### config.mk
export PLATFORM = sky130hd
export DESIGN_NAME = oled_spi_streamer
export DESIGN_NICKNAME = d
export VERILOG_FILES = /design/src/rtl/oled_pkg.sv /design/src/rtl/oled_init_rom.sv /design/src/rtl/oled_spi_streamer.sv
export SDC_FILE = /design/constraint.sdc
export NUM_CORES = 1
export LEC_CHECK = 0
export ABC_AREA = 1
export CORE_UTILIZATION = 45
export CTS_CLUSTER_SIZE = 30
export DETAILED_ROUTE_END_ITERATION = 16
export PLACE_DENSITY = 0.76
export REMOVE_ABC_BUFFERS = 1
export SETUP_SLACK_MARGIN = 0.02
export SLEW_MARGIN = 5
export SYNTH_ARGS = -nofsm -noshare
export SYNTH_HDL_FRONTEND = slang
export SYNTH_SLANG_ARGS = --single-unit
### constraint.sdc
create_clock -name clk -period 2.78 [get_ports clk]
set_input_delay 0.834 -clock clk [delete_from_list [all_inputs] [get_ports clk]]
set_output_delay 0.834 -clock clk [all_outputs]
set_load 0.01 [all_outputs]
### src/rtl/oled_pkg.sv
// Shared SSD1306 constants, frame geometry, addressing command list and FSM states
// for the OLED SPI streamer.
package oled_pkg;

    localparam int FRAME_BYTES = 1024;
    localparam int INIT_LEN    = 25;
    localparam int ADDR_LEN    = 6;

    localparam logic [7:0] CMD_DISPLAY_OFF = 8'hAE;
    localparam logic [7:0] CMD_DISPLAY_ON  = 8'hAF;
    localparam logic [7:0] CMD_COL_ADDR    = 8'h21;
    localparam logic [7:0] CMD_PAGE_ADDR   = 8'h22;
    localparam logic [7:0] CMD_NOP         = 8'hE3;

    typedef enum logic [2:0] {
        ST_RST_PULSE,
        ST_PWR_WAIT,
        ST_INIT,
        ST_ADDR,
        ST_FETCH,
        ST_DATA,
        ST_FRAME_END
    } oled_state_t;

    // Full-screen window: columns 0..127, pages 0..7.
    function automatic logic [7:0] addr_cmd(input logic [2:0] idx);
        logic [7:0] cmd;
        case (idx)
            3'd0:    cmd = CMD_COL_ADDR;
            3'd1:    cmd = 8'h00;
            3'd2:    cmd = 8'h7F;
            3'd3:    cmd = CMD_PAGE_ADDR;
            3'd4:    cmd = 8'h00;
            3'd5:    cmd = 8'h07;
            default: cmd = CMD_NOP;
        endcase
        return cmd;
    endfunction

endpackage

### src/rtl/oled_init_rom.sv
// SSD1306 power-on initialisation command table, 25 entries, purely combinational.
module oled_init_rom
    import oled_pkg::*;
(
    input  logic [4:0] index,
    output logic [7:0] cmd
);

    always_comb begin
        cmd = CMD_NOP;
        case (index)
            5'd0:  cmd = CMD_DISPLAY_OFF;
            5'd1:  cmd = 8'hD5;
            5'd2:  cmd = 8'h80;
            5'd3:  cmd = 8'hA8;
            5'd4:  cmd = 8'h3F;
            5'd5:  cmd = 8'hD3;
            5'd6:  cmd = 8'h00;
            5'd7:  cmd = 8'h40;
            5'd8:  cmd = 8'h8D;
            5'd9:  cmd = 8'h14;
            5'd10: cmd = 8'h20;
            5'd11: cmd = 8'h00;
            5'd12: cmd = 8'hA1;
            5'd13: cmd = 8'hC8;
            5'd14: cmd = 8'hDA;
            5'd15: cmd = 8'h12;
            5'd16: cmd = 8'h81;
            5'd17: cmd = 8'hCF;
            5'd18: cmd = 8'hD9;
            5'd19: cmd = 8'hF1;
            5'd20: cmd = 8'hDB;
            5'd21: cmd = 8'h40;
            5'd22: cmd = 8'hA4;
            5'd23: cmd = 8'hA6;
            5'd24: cmd = CMD_DISPLAY_ON;
            default: cmd = CMD_NOP;
        endcase
    end

endmodule

### src/rtl/oled_spi_streamer.sv
// SSD1306 128x64 OLED driver over 4-wire SPI: reset pulse, power-up wait, init, endless refresh.
// Build option OLED_TEST_PATTERN_EN replaces framebuffer data with an AA/55 checkerboard.
module oled_spi_streamer
    import oled_pkg::*;
#(
    parameter int CLK_DIV        = 4,
    parameter int RESET_CYCLES   = 1000,
    parameter int POWERUP_CYCLES = 100000,
    parameter int FETCH_LAT      = 2
) (
    input  logic       clk,
    input  logic       rst_n,
    output logic [9:0] byte_counter,
    input  logic [7:0] data_to_send,
    output logic       spi_sclk,
    output logic       spi_mosi,
    output logic       spi_cs_n,
    output logic       oled_dc,
    output logic       oled_res_n,
    output logic       frame_done,
    output logic       init_done
);

    localparam int DLY_MAX = (RESET_CYCLES > POWERUP_CYCLES) ? RESET_CYCLES : POWERUP_CYCLES;
    localparam int DLY_W   = $clog2(DLY_MAX + 1);
    localparam int DIV_W   = (CLK_DIV > 1) ? $clog2(CLK_DIV) : 1;
    localparam int FL_W    = (FETCH_LAT > 1) ? $clog2(FETCH_LAT) : 1;

    localparam logic [DLY_W-1:0] RST_LAST   = DLY_W'(RESET_CYCLES - 1);
    localparam logic [DLY_W-1:0] PWR_LAST   = DLY_W'(POWERUP_CYCLES - 1);
    localparam logic [DIV_W-1:0] DIV_LAST   = DIV_W'(CLK_DIV - 1);
    localparam logic [FL_W-1:0]  FETCH_LAST = FL_W'(FETCH_LAT - 1);
    localparam logic [9:0]       LAST_BYTE  = 10'(FRAME_BYTES - 1);

    oled_state_t      state, state_next;
    logic [DLY_W-1:0] delay_cnt;
    logic [DIV_W-1:0] div_cnt;
    logic [FL_W-1:0]  fetch_cnt;
    logic [2:0]       bit_cnt;
    logic [4:0]       cmd_idx;
    logic [7:0]       shift_reg;
    logic [7:0]       data_latch;
    logic [7:0]       rom_cmd;
    logic [7:0]       tx_byte;
    logic [7:0]       fetch_byte;
    logic             sclk_q;
    logic             shifting;
    logic             init_q;
    logic             byte_state;
    logic             byte_done;

    oled_init_rom u_init_rom (
        .index (cmd_idx),
        .cmd   (rom_cmd)
    );

`ifdef OLED_TEST_PATTERN_EN
    assign fetch_byte = byte_counter[0] ? 8'h55 : 8'hAA;
`else
    assign fetch_byte = data_to_send;
`endif

    assign byte_state = (state == ST_INIT) || (state == ST_ADDR) || (state == ST_DATA);
    // Last clk of the high half of bit0: the byte's final edge.
    assign byte_done  = shifting && sclk_q && (div_cnt == DIV_LAST) && (bit_cnt == 3'd0);

    always_comb begin
        tx_byte = 8'h00;
        case (state)
            ST_INIT: tx_byte = rom_cmd;
            ST_ADDR: tx_byte = addr_cmd(cmd_idx[2:0]);
            ST_DATA: tx_byte = data_latch;
            default: tx_byte = 8'h00;
        endcase
    end

    always_ff @(posedge clk or negedge rst_n) begin
        if (!rst_n) state <= ST_RST_PULSE;
        else        state <= state_next;
    end

    always_comb begin
        state_next = state;
        oled_res_n = (state != ST_RST_PULSE);
        oled_dc    = (state == ST_DATA);
        frame_done = (state == ST_FRAME_END);
        case (state)
            ST_RST_PULSE: if (delay_cnt == RST_LAST) state_next = ST_PWR_WAIT;
            ST_PWR_WAIT:  if (delay_cnt == PWR_LAST) state_next = ST_INIT;
            ST_INIT:      if (byte_done && cmd_idx == 5'(INIT_LEN - 1)) state_next = ST_ADDR;
            ST_ADDR:      if (byte_done && cmd_idx == 5'(ADDR_LEN - 1)) state_next = ST_FETCH;
            ST_FETCH:     if (fetch_cnt == FETCH_LAST) state_next = ST_DATA;
            ST_DATA:      if (byte_done) state_next = (byte_counter == LAST_BYTE) ? ST_FRAME_END : ST_FETCH;
            ST_FRAME_END: state_next = ST_ADDR;
            default:      state_next = ST_RST_PULSE;
        endcase
    end

    always_ff @(posedge clk or negedge rst_n) begin
        if (!rst_n) begin
            delay_cnt    <= '0;
            fetch_cnt    <= '0;
            cmd_idx      <= '0;
            data_latch   <= '0;
            byte_counter <= '0;
            init_q       <= 1'b0;
        end else begin
            if ((state == ST_RST_PULSE || state == ST_PWR_WAIT) && state_next == state)
                delay_cnt <= delay_cnt + 1'b1;
            else
                delay_cnt <= '0;

            if (state_next != state) cmd_idx <= '0;
            else if (byte_done)      cmd_idx <= cmd_idx + 1'b1;

            if (state == ST_FETCH && state_next == ST_FETCH) fetch_cnt <= fetch_cnt + 1'b1;
            else                                             fetch_cnt <= '0;

            if (state == ST_FETCH && state_next == ST_DATA) data_latch <= fetch_byte;

            if (state == ST_DATA && state_next == ST_FETCH)  byte_counter <= byte_counter + 1'b1;
            else if (state_next == ST_FRAME_END)             byte_counter <= '0;

            if (state_next == ST_ADDR) init_q <= 1'b1;
        end
    end

    // Byte engine: CLK_DIV setup clks with cs_n high (dc already valid, doubles as the
    // inter-byte gap), then 8 bits of CLK_DIV low + CLK_DIV high with cs_n low.
    always_ff @(posedge clk or negedge rst_n) begin
        if (!rst_n) begin
            div_cnt   <= '0;
            bit_cnt   <= '0;
            shift_reg <= '0;
            sclk_q    <= 1'b0;
            shifting  <= 1'b0;
        end else if (!byte_state) begin
            div_cnt  <= '0;
            bit_cnt  <= '0;
            sclk_q   <= 1'b0;
            shifting <= 1'b0;
        end else if (!shifting) begin
            if (div_cnt == DIV_LAST) begin
                div_cnt   <= '0;
                shifting  <= 1'b1;
                bit_cnt   <= 3'd7;
                shift_reg <= tx_byte;
            end else begin
                div_cnt <= div_cnt + 1'b1;
            end
        end else if (div_cnt != DIV_LAST) begin
            div_cnt <= div_cnt + 1'b1;
        end else begin
            div_cnt <= '0;
            sclk_q  <= ~sclk_q;
            if (sclk_q) begin
                shift_reg <= {shift_reg[6:0], 1'b0};
                if (bit_cnt == 3'd0) shifting <= 1'b0;
                else                 bit_cnt  <= bit_cnt - 1'b1;
            end
        end
    end

    assign spi_sclk  = sclk_q;
    assign spi_cs_n  = ~shifting;
    assign spi_mosi  = shift_reg[7];
    assign init_done = init_q;

endmodule

==> out/metrics.csv, run 1 <==
stage,metric,value,unit
outcome,run status,"finished, final reports clean",
grt,GRT overflow,0,
floorplan,row cnt,32,
routing,Pre-antenna DRT Iters,5,
hold_path,HP Class,register to register,
logic_synthesis,sequential area share after synthesis,41.5,%
timing,Setup-failing EPs final,0,
grt,vias in the first global route,3187,
grt,initial antenna violation count,0,
finish,nets,529,
worst_setup_path,crit path max-delay cell type,clkdlybuf4s50_1,
floorplan,Die Y,91.7,um
worst_setup_path,critical-path cell list,inv_2 -> nand3_2 -> inv_6 -> clkdlybuf4s50_1,
logic_synthesis,mean post-synth cell area,7.57,sq um
routing,Antenna Nets Post-Route,0,
worst_setup_path,Worst Setup EP,oled_dc,
logic_synthesis,Area contributors post-synth,"dfrtp_1 (42%), nand2_1 (13%), inv_1 (5.5%)",
cts,H-tree depth,3,
place,number of port buffers,26,
logic_synthesis,ys flop type,dfrtp_1,
floorplan,core area,7770,sq um
worst_setup_path,reg-to-reg startpoint,cmd_idx[1],
routing,1st-iter DRT viols,201,
timing,achievable frequency,374,MHz
finish,area added between synthesis and finish,16.0,%
finish,Largest register FFs,17,
worst_setup_path,Max stage delay on crit path,560,ps
timing,Slew headroom,62.8,%
timing,Clock Skews,7.63,ps
cts,total clock sinks,60,
worst_setup_path,worst endpoint required time,1950,ps
routing,via count,3161,
timing,Tcrit/Tclk final,96.2,%
finish,largest registers,"delay_cnt x17, byte_counter x10",
logic_synthesis,post-synthesis register bit count,60,
finish,Antenna diodes,0,
routing,M1 WL,3.68,mm
timing,RSZ-0062 raised after global routing,no,
finish,fin area,4200,sq um
worst_setup_path,kind of end point of the critical path,output port,
floorplan,die outline width,91.7,um
logic_synthesis,"Cell Area, Synth",3620,sq um
grt,largest net degree at the start of global routing,61,
run,total of max-cap violations,0,
place,Inst Count DP,600,
cts,CTS tree,yes,
logic_synthesis,area fraction of the dominant cell type after synthesis,41.5,%
cts,post-CTS setup buffers,0,
worst_setup_path,Worst setup startpoint,state[1],
finish,Layout Cells excl Fill,616,
logic_synthesis,synth cell count leaders,"nand2_1 (125), dfrtp_1 (60), inv_1 (53), nor2_1 (51), nand3_1 (32)",
cts,Root Buffer,clkbuf_8,
cts,CTS clock-pin slew for the worst setup and hold paths,70,ps
routing,WL met2,3.77,mm
logic_synthesis,ys async rst share,100,%
floorplan,initial core utilization,46.6,%
floorplan,die area,8400,sq um
floorplan,# IOs,27,
cts,clk_lat worst skew,350,ps
place,DP Wirelength,5.52,mm
worst_setup_path,crit path launch type,register,
grt,GRT Total Usage,20.6,%
place,placed cell areas,3990,sq um
timing,Worst Max-Slew Pin Slew,553,ps
logic_synthesis,leading area contributor after synthesis,dfrtp_1,
cts,CTS buffer count,9,
routing,post-DR vias/cell,5.13,
timing,setup_tns,0,ps
logic_synthesis,synth warn,0,
routing,top routing layer in use,met4,
worst_setup_path,worst r2r dst,byte_counter[0],
worst_setup_path,r2r worst-path depth,13,
logic_synthesis,synth unique cells,38,
power,leakage dissipation,2.00,nW
routing,DRT Wirelength,7.85,mm
worst_setup_path,Setup CP Type,register to output port,
worst_setup_path,"Arr. time, crit path",1840,ps
routing,met3 WL,287,um
timing,Final Hold Violating Endpoints,0,
timing,post-layout min period,2670,ps
timing,"Slew Viols, Final",0,
logic_synthesis,cell with the most instances after synthesis,nand2_1,
routing,drt drc,0,
finish,share of layout cells above drive strength 1,11.3,%
power,pwr/cell area,408,nW/um^2
worst_setup_path,largest fanout on the critical path,19,
logic_synthesis,Syn Inst Count,478,
worst_setup_path,"setup slack, reg-to-reg",510,ps
timing,Hold Slack,437,ps
cts,Clock Path Buffers,2,
routing,Avg WL per Cell,12.7,um
logic_synthesis,"EDFF count, synth",0,
grt,first-pass GRT wire length,13.8,mm
finish,largest reg by FF count,delay_cnt,
place,gpl congestion,0.907,
power,VDD IR-drop max,0.241,mV
[power by group]
part           total (mW)  internal, mW  leakage (nW)  switching [mW]
clock network       0.809         0.460         0.102           0.350
registers           0.873         0.873         0.781               0
logic              0.0314        0.0132          1.12          0.0183
total                1.71          1.35          2.00           0.368
[critical path: cells and delay by family, from the launching register on]
family,cells,cell delay [ps]
buf+inv,3,880
flops,1,440
simple gates,1,160
[routing by layer]
layer,global-route usage (%),vias up
met5,0,-
met4,8.47,0
met3,4.39,12
met2,34.5,74
met1,25.7,1479
li1,-,1596
[repair_timing]
item / in CTS / in global routing
gates cloned: 0 / 0
resized for setup: 1 / 2
hold buffers: 0 / 0
endpoints found under the setup margin: 1 / 1
hold endpoints to repair: 0 / 0
[kinds of logic after synthesis]
| kind of cell | count (synthesis) | share of synthesized area (%) |
|---|---|---|
| compound gates | 53 | 8.37 |
| xor+xnor | 22 | 5.33 |
| flops | 60 | 41.5 |
| fa+ha+maj | 10 | 3.46 |
| buf+inv | 70 | 7.64 |
| simple gates | 263 | 33.7 |
[worst min-delay path by stage]
stage / start / end / cells after the start
2_1_floorplan: div_cnt[0] / div_cnt[0] / 1
3_3_place_gp: div_cnt[0] / div_cnt[0] / 1
3_5_place_dp: div_cnt[0] / div_cnt[0] / 1
4_1_cts: div_cnt[0] / div_cnt[0] / 1
5_1_grt: div_cnt[0] / div_cnt[0] / 1
6_report: div_cnt[0] / div_cnt[0] / 1
[per-stage QoR]
| stage | util, % | total power, mW | setup slack, ps |
|---|---|---|---|
| finish | 54.0 | 1.71 | 105 |
| global route | 54.0 | 1.77 | 31.1 |
| CTS | 54.0 | 1.74 | 33.7 |
| detailed placement | 51.4 | 0.923 | 396 |
| global placement | 51.4 | 0.922 | 438 |
| floorplan | - | 0.890 | 781 |
[area by class of cell]
class,instances,area [sq um]
Fill cell,723,3570
Clock buffer,12,155
Inverter,61,234
Sequential cell,60,1500
Timing Repair Buffer,29,290
Tap cell,102,128
Clock inverter,4,47.5
Multi-Input combinational cell,348,1840
[cell usage in the layout, fill, tap and decap left out, types with 3 or more instances in the layout]
cell type and instances:
clkbuf_8 11, nor2_4 4, dfrtp_1 59, nor2_2 11, clkdlybuf4s50_1 25, nand2_2 6
o22ai_1 3, nand4_1 14, xnor2_1 5, nand3_1 32, xor2_1 17, nor2_1 51
o211ai_1 3, inv_2 7, a21oi_1 16, inv_1 52, nor3_1 10, ha_1 10
nand2_1 125, o21ai_0 23
Power figures use the tool's default switching activity.
==> run 2: changes to the inputs <==
--- a/config.mk
+++ b/config.mk
@@ -10,7 +10,6 @@
 export CTS_CLUSTER_SIZE = 30
 export DETAILED_ROUTE_END_ITERATION = 16
 export PLACE_DENSITY = 0.76
-export REMOVE_ABC_BUFFERS = 1
 export SETUP_SLACK_MARGIN = 0.02
 export SLEW_MARGIN = 5
 export SYNTH_ARGS = -nofsm -noshare
==> out/metrics.csv, run 2 (synthesized netlist as in run 1, its figures left out) <==
stage,metric,value,unit
place,placed cell areas,3990,sq um
grt,GRT overflow,0,
routing,1st-iter DRT viols,182,
cts,hold_buf cts,0,
worst_setup_path,largest fanout on the critical path,9,
floorplan,core area,7770,sq um
power,combinational share of power,1.8,%
power,Flop pwr share,50.4,%
finish,nets,533,
floorplan,# IOs,27,
place,number of port buffers,26,
timing,Final Hold Violating Endpoints,0,
finish,largest reg by FF count,delay_cnt,
finish,most frequent cells in the layout,"nand2_1 (125), dfrtp_1 (60), inv_1 (53)",
worst_setup_path,crit path launch type,register,
grt,vias in the first global route,3118,
power,pwr/cell area,410,nW/um^2
power,internal power,1.39,mW
worst_setup_path,Setup CP Type,register to output port,
worst_setup_path,worst r2r dst,byte_counter[4],
routing,Pre-antenna DRT Iters,5,
finish,fin area,4230,sq um
routing,via count,3232,
grt,GRT Total Usage,20.9,%
floorplan,die outline width,91.7,um
worst_setup_path,kind of end point of the critical path,output port,
worst_setup_path,"Arr. time, crit path",1810,ps
finish,area added between synthesis and finish,17.0,%
routing,Antenna Nets Post-Route,0,
timing,setup_tns,0,ps
routing,DRT Wirelength,8.06,mm
cts,total clock sinks,60,
cts,Root Buffer,clkbuf_8,
grt,largest net degree at the start of global routing,37,
routing,Avg WL per Cell,13.0,um
outcome,run status,"finished, final reports clean",
finish,fill count,716,
cts,CTS tree,yes,
finish,Antenna diodes,0,
timing,achievable frequency,378,MHz
run,total of max-cap violations,0,
logic_synthesis,syn_nets,498,
cts,CTS buffer count,9,
hold_path,Hold Path Cell Cnt,1,
timing,"Slew Viols, Final",0,
worst_setup_path,r2r worst-path depth,13,
power,VDD IR-drop max,0.323,mV
cts,CTS clock-pin slew for the worst setup and hold paths,60,ps
timing,Clock Skews,8.95,ps
worst_setup_path,reg-to-reg startpoint,cmd_idx[1],
timing,RSZ-0062 raised after global routing,no,
power,clock network fraction of total power,47.8,%
finish,share of layout cells above drive strength 1,11.4,%
place,gpl congestion,0.906,
power,NetSw,345,uW
grt,first-pass GRT wire length,14.0,mm
grt,initial antenna violation count,0,
worst_setup_path,worst endpoint required time,1950,ps
floorplan,initial core utilization,46.6,%
place,DP Wirelength,5.90,mm
worst_setup_path,"setup slack, reg-to-reg",500,ps
hold_path,Hold Path Sink,div_cnt[0],
finish,largest registers,"delay_cnt x17, byte_counter x10",
timing,Tcrit/Tclk final,95.2,%
power,leakage dissipation,2.03,nW
cts,clk_lat worst skew,340,ps
routing,drt drc,0,
hold_path,HP Class,register to register,
floorplan,row cnt,32,
cts,Clock Path Buffers,2,
hold_path,Hold Crit Start,div_cnt[0],
finish,"most common cell after layout, fill and taps aside",nand2_1,
timing,Slew headroom,58.8,%
power,switch share,19.9,%
cts,H-tree depth,3,
timing,post-layout min period,2650,ps
finish,Largest register FFs,17,
routing,post-DR vias/cell,5.23,
floorplan,Die Y,91.7,um
timing,Setup-failing EPs final,0,
timing,Hold Slack,435,ps
floorplan,die area,8400,sq um
timing,Worst Max-Slew Pin Slew,617,ps
## run 2: cell count changes in the layout (fill, tap and decap cells not counted)
| cell | previous run | this run |
|---|---|---|
| buf_4 | 2 | 6 |
| clkbuf_8 | 11 | 13 |
| clkinv_2 | 2 | 0 |
| clkbuf_1 | 1 | 0 |
| clkinv_4 | 0 | 1 |
| clkinvlp_4 | 1 | 0 |
| dfrtp_1 | 59 | 60 |
| dfrtp_2 | 1 | 0 |
| inv_1 | 52 | 53 |
| inv_2 | 7 | 6 |
| inv_6 | 1 | 0 |
## run 2: worst max-delay path by stage
| stage | from | cells after the start | endpoint |
|---|---|---|---|
| floorplan | state[1] | 4 | oled_dc |
| global placement | state[1] | 4 | oled_dc |
| detailed placement | state[1] | 4 | oled_dc |
| CTS | state[1] | 4 | oled_dc |
| global route | state[1] | 4 | oled_dc |
| finish | state[1] | 4 | oled_dc |
## run 2: what timing repair did
| action | in CTS | in global routing |
|---|---|---|
| setup endpoints to repair | 1 | 1 |
| setup buffers | 0 | 4 |
| resized for setup | 1 | 1 |
| endpoints found under the hold margin | 0 | 0 |
## run 2: metal layers
layer / vias up / GRT usage, % / wire, um / share of wire, %
li1: 1602 / - / - / -
met1: 1527 / 25.6 / 3570 / 44
met2: 88 / 36.0 / 3970 / 49
met3: 15 / 4.98 / 382 / 4.7
met4: 0 / 7.14 / 138 / 1.7
met5: - / 0 / 0 / 0
## run 2: power groups by stage
stage	registers [mW]	clock network (mW)	logic, mW
floorplan	0.890	0	0.000000931
global placement	0.889	0	0.0324
CTS	0.873	0.851	0.0335
global route	0.872	0.879	0.0368
finish	0.873	0.828	0.0319
detailed placement	0.889	0	0.0336
## run 2: area by class of cell
cell class | count | area (sq um) | share of cell area, %
clock buffer | 13 | 179 | 4.23
inverter | 61 | 234 | 5.53
clock inverter | 1 | 30.0 | 0.710
sequential | 60 | 1500 | 35.5
timing repair buffer | 33 | 320 | 7.57
tap | 102 | 128 | 3.02
multi-input combinational | 348 | 1840 | 43.5
## run 2: critical path, cell delays in order (launching register included)
cell	delay (ps)
dfrtp_1	420
inv_1	200
nand3_2	180
clkinv_4	130
clkdlybuf4s50_1	540
## run 2: metrics by stage
stage / setup slack [ps] / instances / util (%) / total power, mW
floorplan: 790 / 478 / - / 0.890
global placement: 445 / 600 / 51.4 / 0.922
detailed placement: 387 / 600 / 51.4 / 0.923
CTS: 40.2 / 614 / 54.1 / 1.76
global route: 99.3 / 618 / 54.5 / 1.79
finish: 134 / 618 / 54.5 / 1.73
==> RTL edit (flow settings as in run 1) <==
Change the parameter `RESET_CYCLES` from 1000 to 250.
--- a/src/rtl/oled_spi_streamer.sv
+++ b/src/rtl/oled_spi_streamer.sv
@@ -4,7 +4,7 @@
     import oled_pkg::*;
 #(
     parameter int CLK_DIV        = 4,
-    parameter int RESET_CYCLES   = 1000,
+    parameter int RESET_CYCLES   = 250,
     parameter int POWERUP_CYCLES = 100000,
     parameter int FETCH_LAT      = 2
 ) (
Function: no difference found for any inputs over 10 cycles, from zero or initial values and one cycle with rst_n low; that may be too few to reach the edited logic, so the function may still have changed.
==> RTL edit against run 1 <==
- critical path depth unchanged
- area after synthesis grew 3.2%
- largest cell class unchanged
- critical path type unchanged
- total power down 0.93%
- routed wire length up 5.6%
- design area is 2.7% higher
- sequential share of layout area fell by 0.97 points
- first-iteration DRC count fell by 4.0%
- final cell count increased by 3.4%
- sequential cell count unchanged
- worst setup slack improved by 0.044 ns
- sequential power about the same
- count of clock-buffer cells in the layout fell by 3
- via count increased by 4.7%
==> RTL edit: results (changes against run 1) <==
routability congestion estimate = 0.866 (-4.5%)
layout cells sized above 1 = 10.8% (-0.44 points)
Worst VDD drop = 281 uV (+16%)
clock buffer depth = 2 (unchanged)
Worst Setup Slack post-DPL = 0.534 ns (+0.138 ns)
Synth Area in Compound Gates = 8.05% (-0.33 points)
main combinational cell family by area after synthesis = simple AND/OR/NAND/NOR gates
Initial DRC Count = 193 (-4.0%)
Final #Nets = 551 (+4.2%)
routed length per placed instance = 13.0 um (+2.1%)
post-CTS setup buffer count = 0 (unchanged)
Post-CTS Resized = 0 (-1)
Detailed Place HPWL = 5980 um (+8.4%)
sequential area share after synthesis = 40.2% (-1.3 points)
WP data arrival = 1.80 ns (-0.04 ns)
clk_lat worst skew = 0.34 ns
ranking of synthesized cells by area = dfrtp_1 40%, nand2_1 13%, nand3_1 7.1%
GR Util All Layers = 21.2% (+0.62 points)
status = completed
post-synth cell types = 37 (-2.6%)
min-delay worst type = flop to flop
Lkg Pwr = 2.09 nW (+4.4%)
synth cell count leaders = 134 x nand2_1, 60 x dfrtp_1, 57 x inv_1
Worst Setup SP = state[0]
Slew @ Worst Pin = 0.474 ns (-0.0790 ns)
Congestion Overflow GR = 0 (unchanged)
vias in the first global route = 3224 (+1.2%)
adder-cell share of the synthesized area = 3.69% (+0.23 points)
xor/xnor share of the synthesized area = 5.40% (+0.070 points)
clock skew = 0.0104 ns (+0.00272 ns)
drt first pass iters = 4 (-1)
largest fanout on the critical path = 6 (-13)
Placed Area = 0.00411 mm^2 (+3.0%)
H-tree levels = 3 (unchanged)
global-route wire length before repair = 14600 um (+5.2%)
via count = 3310 (+4.7%)
mux contribution to synthesized area = 0% (unchanged)
RTL edit: cell count changes after synthesis, moves of 4 or more:
cell	before	now
nand3_1	32	53
nand2_1	125	134
clkbuf_1	7	3
nand4_1	14	5
nand3_2	2	7
nor2_1	51	44
o21ai_0	23	31
a21oi_1	16	10
inv_1	53	57
RTL edit: final cells by class:
class / count / area [um^2]
inverter: 63 / 236
tap: 102 / 128
clock inverter: 7 / 76.3
timing repair buffer: 29 / 290
sequential: 60 / 1500
multi-input combinational: 367 / 1950
clock buffer: 9 / 124
fill: 730 / 3580
RTL edit: final timing paths:
kind	to	cells past startpoint	slack [ns]
max	frame_done	4	0.15
min	div_cnt[0]	1	0.44
max reg2reg	byte_counter[9]	11	0.51
min reg2reg	div_cnt[0]	1	0.44
max in group asynchronous	cmd_idx[4]	2	2.01
min in group asynchronous	data_latch[2]	2	0.48
RTL edit: layer usage:
metal  track usage, %  share of wire (%)  up-vias
li1                 -                  -     1656
met1             27.4                 46     1545
met2             35.0                 47       94
met3             4.63                5.4       15
met5                0                  0        -
met4             7.31                1.6        0
RTL edit: power by group:
| part | total [mW] | internal (mW) | switching, mW |
|---|---|---|---|
| Sequential | 0.872 | 0.872 | 0 |
| Combinational | 0.0319 | 0.0132 | 0.0187 |
| Clock | 0.793 | 0.418 | 0.376 |
RTL edit: metrics by stage:
step,util [%],std cells
after detailed placement,52.1,621
after global routing,54.6,637
after floorplan,-,490
after global placement,52.1,621
final,54.6,637
after CTS,54.6,637
RTL edit: cells by family after synthesis:
| group | after synthesis |
|---|---|
| and+or+nand+nor | 279 |
| buffers and inverters | 69 |
| DFF | 60 |
| AOI/OAI and AO/OA | 54 |
| xor gates and xnor gates | 23 |
| adders and majority gates | 11 |
RTL edit: worst max-delay path, stage by stage (launching register included):
cell             delay [ns]
dfrtp_1                0.47
inv_2                  0.14
nand2_2                0.10
nor2_1                 0.18
clkdlybuf4s50_1        0.57
